$ cat src/rtl/start_screen_pkg.sv
// Shared types and default geometry for the start-screen index stage.
package start_screen_pkg;

  typedef enum logic [1:0] {FADE_IN, SHOW, EXIT, DONE} ss_state_t;

  localparam int IMG_W_DEF = 320;
  localparam int IMG_H_DEF = 240;
  localparam int ROM_AW    = 17;
  localparam int COORD_W   = 10;

endpackage

$ cat src/rtl/start_screen_index_gen_if.sv
// Video-timing, ROM and game-FSM signals of the start-screen index stage.
interface start_screen_index_gen_if;
  import start_screen_pkg::*;

  logic [COORD_W-1:0] DrawX;
  logic [COORD_W-1:0] DrawY;
  logic               de;
  logic               frame_start;
  logic               start_btn;
  logic [ROM_AW-1:0]  rom_addr;
  logic [3:0]         rom_q;
  logic [3:0]         index;
  logic               index_valid;
  logic               screen_done;

  modport master (
    output DrawX, DrawY, de, frame_start, start_btn, rom_q,
    input  rom_addr, index, index_valid, screen_done
  );

  modport slave (
    input  DrawX, DrawY, de, frame_start, start_btn, rom_q,
    output rom_addr, index, index_valid, screen_done
  );

endinterface

$ cat src/rtl/start_screen_index_gen_btn_sync_edge.sv
// Two-flop synchronizer with a one-cycle rising-edge pulse; reusable for any raw button.
module btn_sync_edge (
  input  logic i_clk,
  input  logic i_rst,
  input  logic i_btn,
  output logic o_rise
);

  logic r_sync1;
  logic r_sync2;
  logic r_prev;

  always_ff @(posedge i_clk or posedge i_rst) begin
    if (i_rst) begin
      r_sync1 <= 1'b0;
      r_sync2 <= 1'b0;
      r_prev  <= 1'b0;
    end else begin
      r_sync1 <= i_btn;
      r_sync2 <= r_sync1;
      r_prev  <= r_sync2;
    end
  end

  assign o_rise = r_sync2 & ~r_prev;

endmodule

$ cat src/rtl/start_screen_index_gen.sv
// Start-screen ROM addressing, reveal/blink/exit masking and ROM-latency realignment.
// state   | meaning
// FADE_IN | rows at or below reveal_row forced to 0; reveal_row grows per frame
// SHOW    | full image, PRESS START band blinks on frame_cnt[4]
// EXIT    | all pixels 0; second frame_start pulses screen_done
// DONE    | all pixels 0 until reset
module start_screen_index_gen
  import start_screen_pkg::*;
#(
  parameter int IMG_W       = IMG_W_DEF,
  parameter int IMG_H       = IMG_H_DEF,
  parameter int ROM_LAT     = 1,
  parameter int REVEAL_STEP = 4,
  parameter int BLINK_Y0    = 176,
  parameter int BLINK_Y1    = 199
) (
  input logic                     Clk,
  input logic                     Reset,
  start_screen_index_gen_if.slave bus
);

  localparam logic [7:0] REVEAL_MAX = 8'(IMG_H);

  ss_state_t         r_state;
  ss_state_t         w_state_nxt;
  logic [7:0]        r_reveal_row;
  logic [7:0]        w_reveal_nxt;
  logic [8:0]        w_reveal_sum;
  logic [5:0]        r_frame_cnt;
  logic [5:0]        w_frame_cnt_nxt;
  logic              r_exit_cnt;
  logic              w_exit_cnt_nxt;
  logic              r_screen_done;
  logic              w_done_nxt;
  logic              w_btn_rise;

  logic [8:0]        w_row;
  logic [8:0]        w_col;
  logic [ROM_AW-1:0] w_addr;
  logic              w_in_band;
  logic              w_blink_on;
  logic              w_flag;
  logic              w_unused;

  logic [ROM_AW-1:0]  r_rom_addr;
  logic               r_de0;
  logic               r_flag0;
  logic [ROM_LAT-1:0] r_de_pipe;
  logic [ROM_LAT-1:0] r_flag_pipe;
  logic [3:0]         r_index;
  logic               r_index_valid;

  btn_sync_edge u_btn (
    .i_clk  (Clk),
    .i_rst  (Reset),
    .i_btn  (bus.start_btn),
    .o_rise (w_btn_rise)
  );

  assign w_reveal_sum = {1'b0, r_reveal_row} + 9'(REVEAL_STEP);

  always_ff @(posedge Clk or posedge Reset) begin
    if (Reset) begin
      r_state       <= FADE_IN;
      r_reveal_row  <= '0;
      r_frame_cnt   <= '0;
      r_exit_cnt    <= 1'b0;
      r_screen_done <= 1'b0;
    end else begin
      r_state       <= w_state_nxt;
      r_reveal_row  <= w_reveal_nxt;
      r_frame_cnt   <= w_frame_cnt_nxt;
      r_exit_cnt    <= w_exit_cnt_nxt;
      r_screen_done <= w_done_nxt;
    end
  end

  // A button edge takes priority over a coincident frame_start: no count that cycle.
  always_comb begin
    w_state_nxt     = r_state;
    w_reveal_nxt    = r_reveal_row;
    w_frame_cnt_nxt = r_frame_cnt;
    w_exit_cnt_nxt  = r_exit_cnt;
    w_done_nxt      = 1'b0;
    case (r_state)
      FADE_IN: begin
        if (w_btn_rise) begin
          w_reveal_nxt    = REVEAL_MAX;
          w_state_nxt     = SHOW;
          w_frame_cnt_nxt = '0;
        end else if (r_reveal_row >= REVEAL_MAX) begin
          w_state_nxt     = SHOW;
          w_frame_cnt_nxt = '0;
        end else if (bus.frame_start) begin
          w_reveal_nxt = (w_reveal_sum >= {1'b0, REVEAL_MAX}) ? REVEAL_MAX : w_reveal_sum[7:0];
        end
      end
      SHOW: begin
        if (w_btn_rise) begin
          w_state_nxt    = EXIT;
          w_exit_cnt_nxt = 1'b0;
        end else if (bus.frame_start) begin
          w_frame_cnt_nxt = r_frame_cnt + 6'd1;
        end
      end
      EXIT: begin
        if (bus.frame_start) begin
          if (r_exit_cnt) begin
            w_state_nxt = DONE;
            w_done_nxt  = 1'b1;
          end else begin
            w_exit_cnt_nxt = 1'b1;
          end
        end
      end
      DONE:    w_state_nxt = DONE;
      default: w_state_nxt = FADE_IN;
    endcase
  end

  assign w_row      = bus.DrawY[9:1];
  assign w_col      = bus.DrawX[9:1];
  assign w_unused   = ^{bus.DrawX[0], bus.DrawY[0]};
  assign w_addr     = ROM_AW'(w_row) * ROM_AW'(IMG_W) + ROM_AW'(w_col);
  assign w_blink_on = ~r_frame_cnt[4];
  assign w_in_band  = (w_row >= 9'(BLINK_Y0)) && (w_row <= 9'(BLINK_Y1));

  always_comb begin
    w_flag = 1'b1;
    case (r_state)
      FADE_IN: w_flag = (w_row >= {1'b0, r_reveal_row});
      SHOW:    w_flag = w_in_band & ~w_blink_on;
      default: w_flag = 1'b1;
    endcase
  end

  always_ff @(posedge Clk or posedge Reset) begin
    if (Reset) begin
      r_rom_addr    <= '0;
      r_de0         <= 1'b0;
      r_flag0       <= 1'b0;
      r_de_pipe     <= '0;
      r_flag_pipe   <= '0;
      r_index       <= '0;
      r_index_valid <= 1'b0;
    end else begin
      if (bus.de) r_rom_addr <= w_addr;
      r_de0          <= bus.de;
      r_flag0        <= w_flag;
      r_de_pipe[0]   <= r_de0;
      r_flag_pipe[0] <= r_flag0;
      for (int i = 1; i < ROM_LAT; i++) begin
        r_de_pipe[i]   <= r_de_pipe[i-1];
        r_flag_pipe[i] <= r_flag_pipe[i-1];
      end
      r_index_valid <= r_de_pipe[ROM_LAT-1];
      r_index       <= (r_flag_pipe[ROM_LAT-1] | ~r_de_pipe[ROM_LAT-1]) ? 4'd0 : bus.rom_q;
    end
  end

  assign bus.rom_addr    = r_rom_addr;
  assign bus.index       = r_index;
  assign bus.index_valid = r_index_valid;
  assign bus.screen_done = r_screen_done;

endmodule

$ cat src/flat_wrapper.sv
// flat-port wrapper written by rule: the top's interface ports become plain ports
module start_screen_index_gen_flat import start_screen_pkg::*;
#(
  parameter int IMG_W       = IMG_W_DEF,
  parameter int IMG_H       = IMG_H_DEF,
  parameter int ROM_LAT     = 1,
  parameter int REVEAL_STEP = 4,
  parameter int BLINK_Y0    = 176,
  parameter int BLINK_Y1    = 199
)
  (Clk, Reset, bus_DrawX, bus_DrawY, bus_de, bus_frame_start, bus_start_btn, bus_rom_q, bus_rom_addr, bus_index, bus_index_valid, bus_screen_done);
  start_screen_index_gen_if bus_i ();
  input logic Clk;
  input logic Reset;
  input wire logic [$bits(bus_i.DrawX)-1:0] bus_DrawX;
  input wire logic [$bits(bus_i.DrawY)-1:0] bus_DrawY;
  input wire logic [$bits(bus_i.de)-1:0] bus_de;
  input wire logic [$bits(bus_i.frame_start)-1:0] bus_frame_start;
  input wire logic [$bits(bus_i.start_btn)-1:0] bus_start_btn;
  input wire logic [$bits(bus_i.rom_q)-1:0] bus_rom_q;
  output wire logic [$bits(bus_i.rom_addr)-1:0] bus_rom_addr;
  output wire logic [$bits(bus_i.index)-1:0] bus_index;
  output wire logic [$bits(bus_i.index_valid)-1:0] bus_index_valid;
  output wire logic [$bits(bus_i.screen_done)-1:0] bus_screen_done;
  assign bus_i.DrawX = bus_DrawX;
  assign bus_i.DrawY = bus_DrawY;
  assign bus_i.de = bus_de;
  assign bus_i.frame_start = bus_frame_start;
  assign bus_i.start_btn = bus_start_btn;
  assign bus_i.rom_q = bus_rom_q;
  assign bus_rom_addr = bus_i.rom_addr;
  assign bus_index = bus_i.index;
  assign bus_index_valid = bus_i.index_valid;
  assign bus_screen_done = bus_i.screen_done;
  start_screen_index_gen #(.IMG_W(IMG_W), .IMG_H(IMG_H), .ROM_LAT(ROM_LAT), .REVEAL_STEP(REVEAL_STEP), .BLINK_Y0(BLINK_Y0), .BLINK_Y1(BLINK_Y1)) u_core (.Clk(Clk), .Reset(Reset), .bus(bus_i));
endmodule
$ cat config.mk
export PLATFORM = sky130hd
export DESIGN_NAME = start_screen_index_gen_flat
export DESIGN_NICKNAME = d
export VERILOG_FILES = /design/src/rtl/start_screen_pkg.sv /design/src/rtl/start_screen_index_gen_if.sv /design/src/rtl/start_screen_index_gen_btn_sync_edge.sv /design/src/rtl/start_screen_index_gen.sv /design/src/flat_wrapper.sv
export SDC_FILE = /design/constraint.sdc
export NUM_CORES = 1
export LEC_CHECK = 0
export ABC_AREA = 1
export CAP_MARGIN = 10
export CORE_UTILIZATION = 52
export CTS_CLUSTER_SIZE = 20
export DETAILED_ROUTE_END_ITERATION = 7
export GPL_ROUTABILITY_DRIVEN = 0
export PLACE_DENSITY_LB_ADDON = 0.08
export SETUP_SLACK_MARGIN = 0.5
export SLEW_MARGIN = 40
export SYNTH_ARGS = -nofsm -noshare
export SYNTH_HDL_FRONTEND = slang
export SYNTH_HIERARCHICAL = 1
export SYNTH_SLANG_ARGS = --single-unit
$ cat constraint.sdc
create_clock -name Clk -period 1.6 [get_ports Clk]
set_input_delay 0.24 -clock Clk [delete_from_list [all_inputs] [get_ports Clk]]
set_output_delay 0.24 -clock Clk [all_outputs]
set_load 0.05 [all_outputs]
# After elaboration in Yosys (flattened, before gate mapping)
# Index checks and enable logic that the tools add are counted.
# word_totals
out_inout_bits	23
reg_bits	47
input_bits	29
elab_cells	71
# classes
n_reduce_logical	9
eq_ne	10
add_sub_neg	3
bitwise	5
mux	23
order_cmp	5
mul	1
# ops
cell	count
$mux W8	4
$mux W6	4
$ge A9 B8 Y1 const B	2
$add A17 B9 Y17	1
$pmux W6 S2	1
$mul A9 B3 Y11 const B	1
$mux W2	5
$ne A2 B2 Y1 const B	5
$add A8 B3 Y9 const B	1
$ge A9 B8 Y1	1
$le A9 B8 Y1 const B	1
$ge A8 B8 Y1 const B	1
$pmux W2 S4	1
$reduce_and A4 Y1	2
$add A6 B1 Y6 const B	1
$reduce_and A3 Y1	2
$reduce_bool A2 Y1	3
$mux W1	5
$eq A2 B2 Y1 const B	2
$mux W4	1
$pmux W1 S2	2
$ne A3 B2 Y1 const B	1
$and A1 B1 Y1	2
$eq A2 B1 Y1 const B	1
other kinds (5)	6

# Logic depth before layout (Yosys ltp)
# depth
depth_word	6
mapped_depth	14
mapped_depth_nobuf	14

# Modules after synthesis
# Netlist, hierarchy kept.
# by_module_without_submodules
mod	seq_area_each_um2	area_each_um2	cells_per_inst	n_inst
start_screen_index_gen	1026.0	2675.1	332	1
btn_sync_edge	75.1	88.8	6	1

# Worst setup path before layout
# OpenSTA, ideal clock, no wires.
# synth_path
path_kind	in2reg
start	in bus_DrawY[2]
end	reg u_core.r_rom_addr[16] (netlist: u_core/bus.rom_addr[16])
arrival_ps	1940
setup_slack_ps	-458
cell_stages	13
setup_time_ps	118
n_path_buf	0
required_ps	1482
cell_sequence	ha_1 > ha_1 > fa_1 > nand2_1 > clkinv_1 > nor2_2 > nand2_2 > nor2_4 > nand3_1 > nor2_1 > nand3_1 > nand3_1 > nand2_1
# synth_between
elab_chain_len	2
# synth_lines
item	line_no	source
start, declared	flat_wrapper.sv:16	input wire logic [$bits(bus_i.DrawY)-1:0] bus_DrawY;
$mul A9 B3 Y11	start_screen_index_gen.sv:124	assign w_addr = ROM_AW'(w_row) * ROM_AW'(IMG_W) + ROM_AW'(w_col);
$add A17 B9 Y17	start_screen_index_gen.sv:124	
end signal, assigned	start_screen_index_gen.sv:147	if (bus.de) r_rom_addr <= w_addr;
end, declared	start_screen_index_gen.sv:45	logic [ROM_AW-1:0] r_rom_addr;
# Every way passes these cells.
# A chain may end at the register's enable or synchronous reset.

# Worst setup path in the final report
# layout_path
start	in bus_DrawY[4]
end	reg u_core.r_rom_addr[16] (netlist: u_core/bus.rom_addr[16])
# Same word-level chain as after synthesis.

==> flow_summary.ini <==
[critical_path]
r2r_slack_ps = 20
cp.required_ps = 1810
r2r_cells = 8
setup.worst_path.class = in -> reg
cp-end-kind = flop
start_kind = input port
cp_data_arrival_time_ps = 2130
crit_path_max_fanout = 3

[logic_synthesis]
syn_area_per_cell_sq_um = 8.18
ys_seq_area_frac = 0.398
ys_ff_latch = 44
yosysWarnings = 6
synth_edf_count = 0
netlist-cell-type-count = 34
yosys_most_used_dff = dfrtp_1
syn_inst = 338
synth_area_sq_um = 2760
async_flop_share = 1.00
synth_nets = 395

[global_routing]
grt_max_degree = 42
grt_pass1_wl_um = 12600
overflow = 0
grt_pass1_vias = 2870
grt_usage = 0.305
met3_usage = 0.0723
grt_use_met1 = 0.304
met2_usage = 0.585
grt_busiest_layer = met2
antenna_found_initial = 0

[finish]
drive_gt1_frac = 0.498
final_util = 0.916
final_area_sq_um = 4680
area_growth_syn_to_layout_pct = 69.3
fillers = 199
fin_nets = 520
diodes = 0

[detailed_routing]
drc_errors = 0
firstDrtPassIters = 5
via_count = 3128
finalWirelength_um = 11300
drt_iter0_drc = 286
vias_per_cell = 5.86
routedWlPerCell_um = 21.1
drt.antenna.violating_nets = 0

[timing]
grt_setup_unrepaired = true
worst_pin_slew_ps = 409
skew_ps = 15.8
hold_violations = 0
finalCriticalPeriod_ps = 1920
setup_ws_ps = -324
tns_ps = -1580
clock.fmax_mhz = 520
period_share = 1.20
slew_violations = 0
max-slew-margin-rel = 0.727
setup_viol = 7

[outcome]
violations = setup timing
status = complete, but fails checks

[min_path]
hp-class = in -> async

[pwr]
p_leak_nw = 2.20
irDropWorstVdd_uv = 517
p_total_w = 0.00370
p_per_area_nw_per_um2 = 790

[cts]
cts_sinks = 44
numCtsBuffers = 5
root_buffer = clkbuf_8
worstSkewPairLatency_ps = 310
tritoncts = yes
cts_buffer_depth = 2
h-tree-depth = 2
clkSlewWorstSetupHoldPaths_ps = 100
ctsHoldBuffers = 0

[die]
die_x_um = 74.9
core_sq_um = 5110
io-pin-count = 52
start_util = 0.541
fp-row-count = 26
die_area_sq_um = 5610
fp.dieH_um = 74.9

[place]
place_area_sq_um = 3570
numPortBuffers = 49
pre_cts_ws_ps = -1030
hpwl_um = 4530

[job]
maxCapViolations = 0
## layer usage
metal | wire length, um | part of all wire
met1 | 3870 | 0.34
met4 | 755 | 0.067
met2 | 5980 | 0.53
met3 | 685 | 0.061
met5 | 0 | 0
## synthesized netlist by cell type, drive strengths merged, types with 2 or more instances
master | n | area, sq um
nand2 | 102 | 435
inv | 47 | 176
dfrtp | 44 | 1100
nor2 | 33 | 156
ha | 26 | 325
nand3 | 25 | 135
o21ai | 14 | 70.1
a21oi | 10 | 53.8
nand4 | 5 | 31.3
xor2 | 5 | 43.8
a31oi | 4 | 25.0
o31ai | 4 | 30.0
xnor2 | 3 | 26.3
clkbuf | 2 | 27.5
clkinv | 2 | 7.51
fa | 2 | 40.0
nor3 | 2 | 15.0
or2 | 2 | 12.5
## cell families (layout without fill, tap and decap cells)
family,Yosys count,after routing,share of synthesized area
AO/OA/AOI/OAI,37,37,0.0792
XOR/XNOR,8,8,0.0254
adder cells (fa/ha/maj),28,28,0.132
buffers and inverters,52,177,0.0806
flip-flops,44,44,0.398
AND/OR/NAND/NOR,169,170,0.284
## power by group
part           total [W]  internal [W]  switching [W]
Combinational    0.00150      0.000639       0.000866
Clock           0.000909      0.000471       0.000438
Sequential       0.00128       0.00121      0.0000777
## layout by cell type, fill, tap and decap left out, types with 3 or more instances in the layout
cell and count:
clkinv_4 3, dlygate4sd2_1 3, dfrtp_1 41, nand2_8 3, clkbuf_2 3, o21ai_0 3
buf_4 65, nand2_4 11, nor2_1 19, inv_1 30, nand2_1 70, o21ai_1 6
dfrtp_2 3, inv_2 13, nand4_1 5, xor2_1 4, nand3_2 6, nand3_4 3
nor2_2 3, clkbuf_8 5, o21ai_2 5, ha_4 19, nor2_4 11, clkdlybuf4s50_1 14
o31ai_4 3, nand2_2 19, a31oi_1 3, buf_6 30, buf_12 3, a21oi_1 5
a21oi_2 3, nand3_1 16, ha_1 7
## sequential cells by signal, summed over array words and instances (netlist names), 2 cells and up
signal / cells
u_core/bus.rom_addr: 17
u_core/r_reveal_row: 6
u_core/r_frame_cnt: 5
u_core/bus.index: 4
u_core/r_state: 2
## worst paths after layout
path | endpoint | from
worst max register to register | u_core/r_flag0 | u_core/r_reveal_row[6]
worst min-delay path | u_core/u_btn/r_prev | Reset
max in group asynchronous | u_core/r_flag_pipe | Reset
worst min register to register | u_core/u_btn/r_sync2 | u_core/u_btn/r_sync1
min in group Clk | u_core/bus.rom_addr[6] | bus_DrawX[7]
worst max-delay path | u_core/bus.rom_addr[16] | bus_DrawY[4]
## per-stage QoR
stage	std cells	hold slack, ps
final	534	186
after global routing	534	193
after CTS	514	178
after detailed placement	484	336
after global placement	484	332
after floorplan	338	-6.36
## final cells by class
type / instances / area (sq um) / share of cell area
clock buffers: 5 / 68.8 / 0.0147
clock inverters: 3 / 47.5 / 0.0102
inverters: 49 / 206 / 0.0441
multi-input cells: 243 / 2080 / 0.445
flip-flops and latches: 44 / 1100 / 0.236
well taps: 70 / 87.6 / 0.0187
repair buffers: 120 / 1080 / 0.231
## worst max-delay path, cell delays in order
cell	delay [ps]
buf_12	100
ha_4	240
ha_4	170
fa_2	380
buf_4	160
nand3_1	100
nand4_1	110
nand2_2	120
nand3_2	90
nor2_1	150
nand3_1	120
nand3_1	90
nand2_1	50
## what timing repair did
item                       CTS  global route
pin swaps                   44            27
gates resized for setup    126            62
buffers inserted            21            20
gates cloned                 1             0
setup endpoints to repair   45            50
(Power assumes the default switching activity.)
